File: config.mk
export PLATFORM = sky130hd
export DESIGN_NAME = load_queue
export DESIGN_NICKNAME = d
export VERILOG_FILES = /design/src/rtl/load_queue.sv
export SDC_FILE = /design/constraint.sdc
export NUM_CORES = 1
export LEC_CHECK = 0
export ABC_AREA = 1
export CAP_MARGIN = 20
export CORE_UTILIZATION = 56
export DETAILED_ROUTE_END_ITERATION = 10
export PLACE_DENSITY = 0.8
export SKIP_CTS_REPAIR_TIMING = 1
export SYNTH_ARGS = -nofsm -noshare
export SYNTH_HDL_FRONTEND = slang
export SYNTH_SLANG_ARGS = --single-unit
File: constraint.sdc
create_clock -name clock -period 2 [get_ports clock]
set_input_delay 0.4 -clock clock [delete_from_list [all_inputs] [get_ports clock]]
set_output_delay 0.4 -clock clock [all_outputs]
set_load 0.05 [all_outputs]
File: src/rtl/load_queue.sv
// In-order load queue between the ACU and data memory / CDB: holds DEPTH computed
// loads and issues the oldest when no older stores are pending. Optional same-cycle
// bypass of an empty queue is enabled by defining LQ_BYPASS_EN.
module load_queue #(
    parameter int DEPTH  = 4,
    parameter int ADDR_W = 32,
    parameter int TAG_W  = 5
) (
    input  logic                       clock,
    input  logic                       reset_n,
    input  logic                       flush,
    input  logic                       alloc_valid,
    input  logic [ADDR_W-1:0]          alloc_address,
    input  logic [TAG_W-1:0]           alloc_rob_tag,
    input  logic [2:0]                 alloc_mem_size,
    input  logic                       pending_stores,
    input  logic                       exec_stall,
    output logic                       full,
    output logic                       empty,
    output logic [$clog2(DEPTH+1)-1:0] count,
    output logic                       read_mem,
    output logic [ADDR_W-1:0]          load_address,
    output logic [TAG_W-1:0]           load_rob_tag,
    output logic [2:0]                 load_mem_size,
    output logic                       out_valid
);

    localparam int PTR_W = (DEPTH > 1) ? $clog2(DEPTH) : 1;
    localparam int CNT_W = $clog2(DEPTH + 1);

    // Handshakes: an allocation transfers when alloc_valid && !full (full is the
    // ACU's not-ready); an issue transfers when read_mem && !exec_stall, and
    // out_valid marks that transfer. An unaccepted request must be held unchanged.

    logic [ADDR_W-1:0] addr_q [DEPTH];
    logic [TAG_W-1:0]  tag_q  [DEPTH];
    logic [2:0]        size_q [DEPTH];

    logic [PTR_W-1:0]  head_ptr;
    logic [PTR_W-1:0]  tail_ptr;
    logic [CNT_W-1:0]  count_q;
    logic [CNT_W-1:0]  count_next;

    logic queue_issue;
    logic bypass;
    logic enq;
    logic deq;

    assign full  = (count_q == CNT_W'(DEPTH));
    assign empty = (count_q == '0);
    assign count = count_q;

    assign queue_issue = !empty && !pending_stores && !flush;
    assign deq         = queue_issue && !exec_stall;

`ifdef LQ_BYPASS_EN
    // An empty queue with a free memory slot hands the incoming load straight through.
    assign bypass = empty && alloc_valid && !pending_stores && !exec_stall && !flush;
`else
    assign bypass = 1'b0;
`endif

    assign enq       = alloc_valid && !full && !flush && !bypass;
    assign read_mem  = queue_issue || bypass;
    assign out_valid = deq || bypass;

    always_comb begin
        load_address  = '0;
        load_rob_tag  = '0;
        load_mem_size = '0;
        if (bypass) begin
            load_address  = alloc_address;
            load_rob_tag  = alloc_rob_tag;
            load_mem_size = alloc_mem_size;
        end else if (!empty) begin
            load_address  = addr_q[head_ptr];
            load_rob_tag  = tag_q[head_ptr];
            load_mem_size = size_q[head_ptr];
        end
    end

    always_comb begin
        count_next = count_q;
        if (enq && !deq) begin
            count_next = count_q + CNT_W'(1);
        end else if (deq && !enq) begin
            count_next = count_q - CNT_W'(1);
        end
    end

    // Pointers are exactly PTR_W bits, so DEPTH being a power of two makes them wrap for free.
    always_ff @(posedge clock or negedge reset_n) begin
        if (!reset_n) begin
            head_ptr <= '0;
            tail_ptr <= '0;
            count_q  <= '0;
            for (int i = 0; i < DEPTH; i++) begin
                addr_q[i] <= '0;
                tag_q[i]  <= '0;
                size_q[i] <= '0;
            end
        end else if (flush) begin
            head_ptr <= '0;
            tail_ptr <= '0;
            count_q  <= '0;
            for (int i = 0; i < DEPTH; i++) begin
                addr_q[i] <= '0;
                tag_q[i]  <= '0;
                size_q[i] <= '0;
            end
        end else begin
            if (enq) begin
                addr_q[tail_ptr] <= alloc_address;
                tag_q[tail_ptr]  <= alloc_rob_tag;
                size_q[tail_ptr] <= alloc_mem_size;
                tail_ptr         <= tail_ptr + PTR_W'(1);
            end
            if (deq) begin
                head_ptr <= head_ptr + PTR_W'(1);
            end
            count_q <= count_next;
        end
    end

endmodule

==> flow_metrics.env, run 1 <==
export IMPL_clock_sinks=167
export IMPL_routed_wl_mm=22.7
export IMPL_synth_compound_area_share=0.261
export IMPL_r2r_slack_ns=0.17
export IMPL_cp_slowest_stage_delay_ns=0.48
export IMPL_wire_per_inst_um=19.7
export IMPL_cts_max_level=4
export IMPL_firstDrtPassIters=5
export IMPL_reg2reg_to="count[2]$_DFFE_PN0P_"
export IMPL_synth_main_ff_cell="dfrtp_1"
export IMPL_min_period_ns=2.24
export IMPL_syn_num_nets=917
export IMPL_synth_edff_count=0
export IMPL_power_density_mw_per_mm2=1120
export IMPL_critPathArrivalTime_ns=1.84
export IMPL_synth_area_leader_cell="dfrtp_1"
export IMPL_design_final_nets=1008
export IMPL_cts_root_buffer="clkbuf_16"
export IMPL_synthMuxAreaShare=0
export IMPL_fin_crit_sh=1.12
export IMPL_hold_violations=0
export IMPL_antenna_left=0
export IMPL_synth_fa_ha_area_frac=0.00882
export IMPL_worst_path_max_delay_cell="dfrtp_2"
export IMPL_skew_ns=0.00496
export IMPL_dpl_instance_area_mm2=0.00991
export IMPL_syn_instance_count=866
export IMPL_drv_slew=0
export IMPL_crit_chain="buf_12 -> a21oi_1 -> o21ai_0 -> a21oi_4 -> buf_12"
export IMPL_irDropWorstVdd_uv=883
export IMPL_dpl_worst_slack_ns=-0.209
export IMPL_antenna_found_initial=0
export IMPL_grt_setup_unrepaired="true"
export IMPL_status="complete, but fails checks"
export IMPL_worstSetupStartpointType="flip-flop"
export IMPL_critical_path_endpoint_type="output pin"
export IMPL_power_total_mw=12.0
export IMPL_clkSlewWorstSetupHoldPaths_ns=0.06
export IMPL_setup_viol=41
export IMPL_max_cap_viol_count=0
export IMPL_critPathBufInv=2
export IMPL_r2r_start="count[0]$_DFFE_PN0P_"
export IMPL_io_pin_count=93
export IMPL_floorplan_core_area_mm2=0.0139
export IMPL_synth_top_family_by_area="compound AO/OA/AOI/OAI gates"
export IMPL_cp_top_family="compound AO/OA/AOI/OAI gates"
export IMPL_cts_made_buffers=17
export IMPL_rows=43
export IMPL_crit_top_cell="buf_12"
export IMPL_antennaDiodeCount=0
export IMPL_drive_above_1_share=0.262
export IMPL_die_h_um=121
export IMPL_port_buffers=92
export IMPL_reg2regPathDepth=13
export IMPL_gp_congestion=0.793
export IMPL_synthArstFlopShare=1.00
export IMPL_cts_tree="done"
export IMPL_die_w_um=121
export IMPL_violations="negative setup slack"
export IMPL_grt_overflow_total=0
export IMPL_syn_cell_area_mm2=0.00794
export IMPL_drc=0
export IMPL_grt_max_degree=52
export IMPL_synthDistinctLibCells=24
export IMPL_start_util=0.572
export IMPL_synth_top_area_frac=0.526
export IMPL_dieArea_mm2=0.0147
export IMPL_grt_use_total=0.324
export IMPL_avgViaCountPerCell=6.15
export IMPL_drt_initial_drc_count=687
export IMPL_grt_pass1_wl_mm=36.3
export IMPL_synthXorXnorAreaFrac=0.00110
export IMPL_vias=7069
export IMPL_slew_headroom=0.650
export IMPL_insertion_delay_ns=0.44
export IMPL_avgSynthCellArea_um2=9.17
export IMPL_fmax_ghz=0.446
export IMPL_worstMarginPinSlew_ns=0.525
export IMPL_syn_to_final_growth_pct=35.1
export IMPL_hold_path_class="in -> async"
export IMPL_cp_required_ns=1.60
export IMPL_synth_seq_cells=167
export IMPL_leakagePower_nw=4.56
export IMPL_ys_seq_area_frac=0.526
export IMPL_crit_type="reg -> out"
export IMPL_finalWorstSetupSlack_ns=-0.243
export IMPL_ctsLongestPathBuffers=2
export IMPL_yosys_area_share_simple=0.0782
export IMPL_synthTopCellsByArea="dfrtp_1 (53%), a21oi_1 (7.7%), o22ai_1 (6.3%)"
export IMPL_fin_area_mm2=0.0107
export IMPL_ys_warn_count=0
export IMPL_grt_pass1_vias=7048
export IMPL_crit_fanout=43
export IMPL_place_hpwl_mm=13.3
[metal layers]
| metal | vias to the layer above | part of all wire | GRT usage |
|---|---|---|---|
| met5 | - | 0 | 0 |
| met1 | 3464 | 0.40 | 0.433 |
| li1 | 3160 | - | - |
| met2 | 387 | 0.49 | 0.520 |
| met3 | 58 | 0.079 | 0.0587 |
| met4 | 0 | 0.026 | 0.137 |
[cells in the mapped netlist (4+ instances only)]
cell and n:
o21ai_2 37, clkbuf_1 19, o21ai_1 43, buf_6 24, o21ai_0 84, nand2_4 4
nand3_1 85, buf_2 25, o22ai_1 80, a21oi_1 122, inv_1 132, ha_1 4
nand2_2 7, nand2_1 19, dfrtp_1 167
[report_power, final]
group	switching [mW]	internal, mW
logic	2.83	1.87
clock network	1.41	2.09
registers	0.162	3.65
total	4.40	7.61
[worst max path at each step]
stage	from	to	depth (start not counted)
final	head_ptr[0]$_DFFE_PN0P_	load_address[28]	5
after global routing	head_ptr[0]$_DFFE_PN0P_	load_address[28]	5
after CTS	head_ptr[0]$_DFFE_PN0P_	load_address[9]	5
after detailed placement	flush	count[2]$_DFFE_PN0P_	12
after global placement	flush	count[2]$_DFFE_PN0P_	12
after floorplan	head_ptr[0]$_DFFE_PN0P_	load_address[31]	4
[area by class of cell]
class / instances / area, µm²
Clock buffer: 17 / 425
Sequential cell: 167 / 4190
Fill cell: 848 / 3160
Timing Repair Buffer: 143 / 1960
Multi-Input combinational cell: 492 / 3200
Tap cell: 180 / 225
Clock inverter: 15 / 204
Inverter: 136 / 523
[per-stage QoR]
stage                     cells  hold WS [ns]   util  TNS [ns]
final                      1150         0.484  0.773     -7.30
after global routing       1150         0.525  0.773    -10.14
after CTS                  1147       -0.0770  0.759    -11.40
after detailed placement   1115         0.385  0.714     -1.26
after global placement     1115         0.384  0.714    -0.231
after floorplan             866         0.104      -   -0.0636
[cells by family (layout without fill, tap and decap cells)]
group	after synthesis	count (layout)
AO/OA/AOI/OAI	366	366
XOR/XNOR	1	1
adder cells (fa/ha/maj)	5	5
buffers and inverters	207	311
flip-flops	167	167
AND/OR/NAND/NOR	120	120
[worst reg2reg max path, stage by stage (launching register included)]
cell,delay (ns)
dfrtp_2,0.45
nor2_4,0.13
nand2_2,0.07
nand3_2,0.10
inv_4,0.03
nand2_1,0.07
inv_1,0.05
fa_1,0.38
xnor2_1,0.19
inv_1,0.06
nand2_1,0.06
nand2_1,0.04
nand2_1,0.06
nand2_1,0.04
[state kept, by name, indices dropped and copies added (netlist names)]
name and flops:
size_q 12, tag_q 20, tail_ptr 2, addr_q 128
head_ptr 2, count 3
[cell usage in the layout (no fill, tap or decap), drive strengths merged, types with 7 or more instances in the layout]
master         count
clkdlybuf4s50     44
o21ai            164
inv              136
nand3             86
o22ai             80
clkbuf            18
buf               94
dfrtp            167
clkinv             7
nand2             30
a21oi            122
No activity file was read; power rests on OpenSTA's default activity.
==> run 2, diff against run 1 <==
Settings changed: CTS_CLUSTER_SIZE set to 16, PLACE_DENSITY 0.8 to 0.76.
==> flow_metrics.env, run 2 (synthesized netlist as in run 1, its figures left out) <==
export IMPL_status="complete, but fails checks"
export IMPL_violations="negative setup slack"
export IMPL_clock_sinks=167
export IMPL_clkSlewWorstSetupHoldPaths_ns=0.06
export IMPL_worst_path_max_delay_cell="dfrtp_2"
export IMPL_cp_slowest_stage_delay_ns=0.43
export IMPL_crit_top_cell="buf_12"
export IMPL_floorplan_core_area_mm2=0.0139
export IMPL_vias=7177
export IMPL_antenna_left=0
export IMPL_drive_above_1_share=0.246
export IMPL_antennaDiodeCount=0
export IMPL_power_density_mw_per_mm2=1140
export IMPL_hold_path_class="in -> async"
export IMPL_critPathArrivalTime_ns=1.86
export IMPL_grt_pass1_vias=7220
export IMPL_hold_violations=0
export IMPL_ctsLongestPathBuffers=2
export IMPL_cts_max_level=4
export IMPL_drc=0
export IMPL_place_hpwl_mm=13.5
export IMPL_timing_setup_tns_ns=-7.83
export IMPL_die_h_um=121
export IMPL_grt_pass1_wl_mm=36.2
export IMPL_critical_path_endpoint_type="output pin"
export IMPL_crit_type="reg -> out"
export IMPL_avgViaCountPerCell=6.26
export IMPL_setup_viol=40
export IMPL_hold_slack_ns=0.429
export IMPL_grt_setup_unrepaired="true"
export IMPL_grt_max_degree=51
export IMPL_port_buffers=92
export IMPL_min_period_ns=2.26
export IMPL_largest_register_ffs=128
export IMPL_routed_wl_mm=23.0
export IMPL_die_w_um=121
export IMPL_largest_registers="addr_q x128, tag_q x20, size_q x12"
export IMPL_slew_headroom=0.612
export IMPL_worstSetupStartpointType="flip-flop"
export IMPL_cts_made_buffers=17
export IMPL_start_util=0.572
export IMPL_crit_chain="clkinvlp_4 -> buf_12 -> a21oi_1 -> o21ai_0 -> a21oi_4 -> buf_12"
export IMPL_final_cell_mix="dfrtp_1 (162), inv_1 (130), nand3_1 (85)"
export IMPL_finalWorstSetupSlack_ns=-0.255
export IMPL_io_pin_count=93
export IMPL_final_core_util=0.771
export IMPL_rows=43
export IMPL_drv_slew=0
export IMPL_multiInputGateArea_mm2=0.00313
export IMPL_max_flop_register="addr_q"
export IMPL_fill_cells=885
export IMPL_wire_per_inst_um=20.0
export IMPL_syn_to_final_growth_pct=34.7
export IMPL_dieArea_mm2=0.0147
export IMPL_crit_fanout=23
export IMPL_grt_overflow_total=0
export IMPL_final_common_cell="dfrtp_1"
export IMPL_fin_crit_sh=1.13
export IMPL_cp_top_family="buffers and inverters"
export IMPL_firstDrtPassIters=6
export IMPL_skew_ns=0.00505
export IMPL_critPathBufInv=3
export IMPL_register_area_mm2=0.00419
export IMPL_cts_root_buffer="clkbuf_16"
export IMPL_insertion_delay_ns=0.43
export IMPL_leakagePower_nw=4.59
export IMPL_cts_tree="done"
export IMPL_gp_congestion=0.836
export IMPL_drt_initial_drc_count=955
export IMPL_worstMarginPinSlew_ns=0.582
export IMPL_max_cap_viol_count=0
export IMPL_design_final_nets=1005
export IMPL_grt_use_total=0.320
export IMPL_cp_required_ns=1.60
export IMPL_irDropWorstVdd_uv=912
export IMPL_fmax_ghz=0.443
export IMPL_antenna_found_initial=0
-- run 2: cell count changes in the layout (fill, tap and decap cells not counted), sizes merged --
| cell | change |
|---|---|
| buf | -4 |
| clkinv | +1 |
| clkbuf | +2 |
| inv | -2 |
-- run 2: path summary, 6_finish.rpt --
check / startpoint / to / slack (ns) / cells after the start
max in group asynchronous: reset_n / head_ptr[0]$_DFFE_PN0P_ / 0.93 / 3
worst max-delay path: head_ptr[1]$_DFFE_PN0P_ / load_address[25] / -0.26 / 6
worst min register to register: addr_q[0]$_DFFE_PN0P_ / addr_q[0]$_DFFE_PN0P_ / 0.52 / 2
min in group clock: addr_q[0]$_DFFE_PN0P_ / addr_q[0]$_DFFE_PN0P_ / 0.52 / 2
worst max register to register: count[0]$_DFFE_PN0P_ / count[2]$_DFFE_PN0P_ / 0.10 / 13
worst min-delay path: reset_n / addr_q[68]$_DFFE_PN0P_ / 0.43 / 2
-- run 2: worst reg2reg max path: stages (launching register included) --
cell     delay [ns]
dfrtp_2        0.44
nor2_4         0.16
nand2_2        0.09
nand3_2        0.10
inv_4          0.04
nand2_1        0.07
inv_1          0.06
fa_1           0.42
xnor2_2        0.17
inv_1          0.06
nand2_1        0.06
nand2_1        0.04
nand2_1        0.05
nand2_1        0.04
-- run 2: area by class of cell --
| type | instances | share of cell area |
|---|---|---|
| Inverter | 136 | 0.0495 |
| Timing Repair Buffer | 140 | 0.187 |
| Clock inverter | 14 | 0.0170 |
| Tap cell | 180 | 0.0211 |
| Clock buffer | 18 | 0.0411 |
| Multi-Input combinational cell | 492 | 0.293 |
| Sequential cell | 167 | 0.391 |
-- run 2: power by group --
group	switching [mW]	internal [mW]	total, mW
clock network	1.34	2.11	3.45
logic	2.91	1.97	4.89
registers	0.159	3.65	3.81
-- run 2: metal layers --
metal,vias up,routed length (µm),part of all wire,global-route usage
met1,3509,9160,0.40,0.422
li1,3148,-,-,-
met5,-,0,0,0
met3,56,2070,0.090,0.0587
met2,464,11300,0.49,0.525
met4,0,470,0.020,0.123
-- run 2: per-stage QoR --
| stage | worst slack, ns | instance area, µm² | power [mW] | instances |
|---|---|---|---|---|
| global placement | -0.183 | 9870 | 8.19 | 1108 |
| detailed placement | -0.315 | 9870 | 8.27 | 1108 |
| global route | -0.297 | 10700 | 12.5 | 1147 |
| CTS | -0.464 | 10500 | 11.7 | 1140 |
| finish | -0.255 | 10700 | 12.1 | 1147 |
| floorplan | -0.0636 | 8250 | 6.40 | 866 |
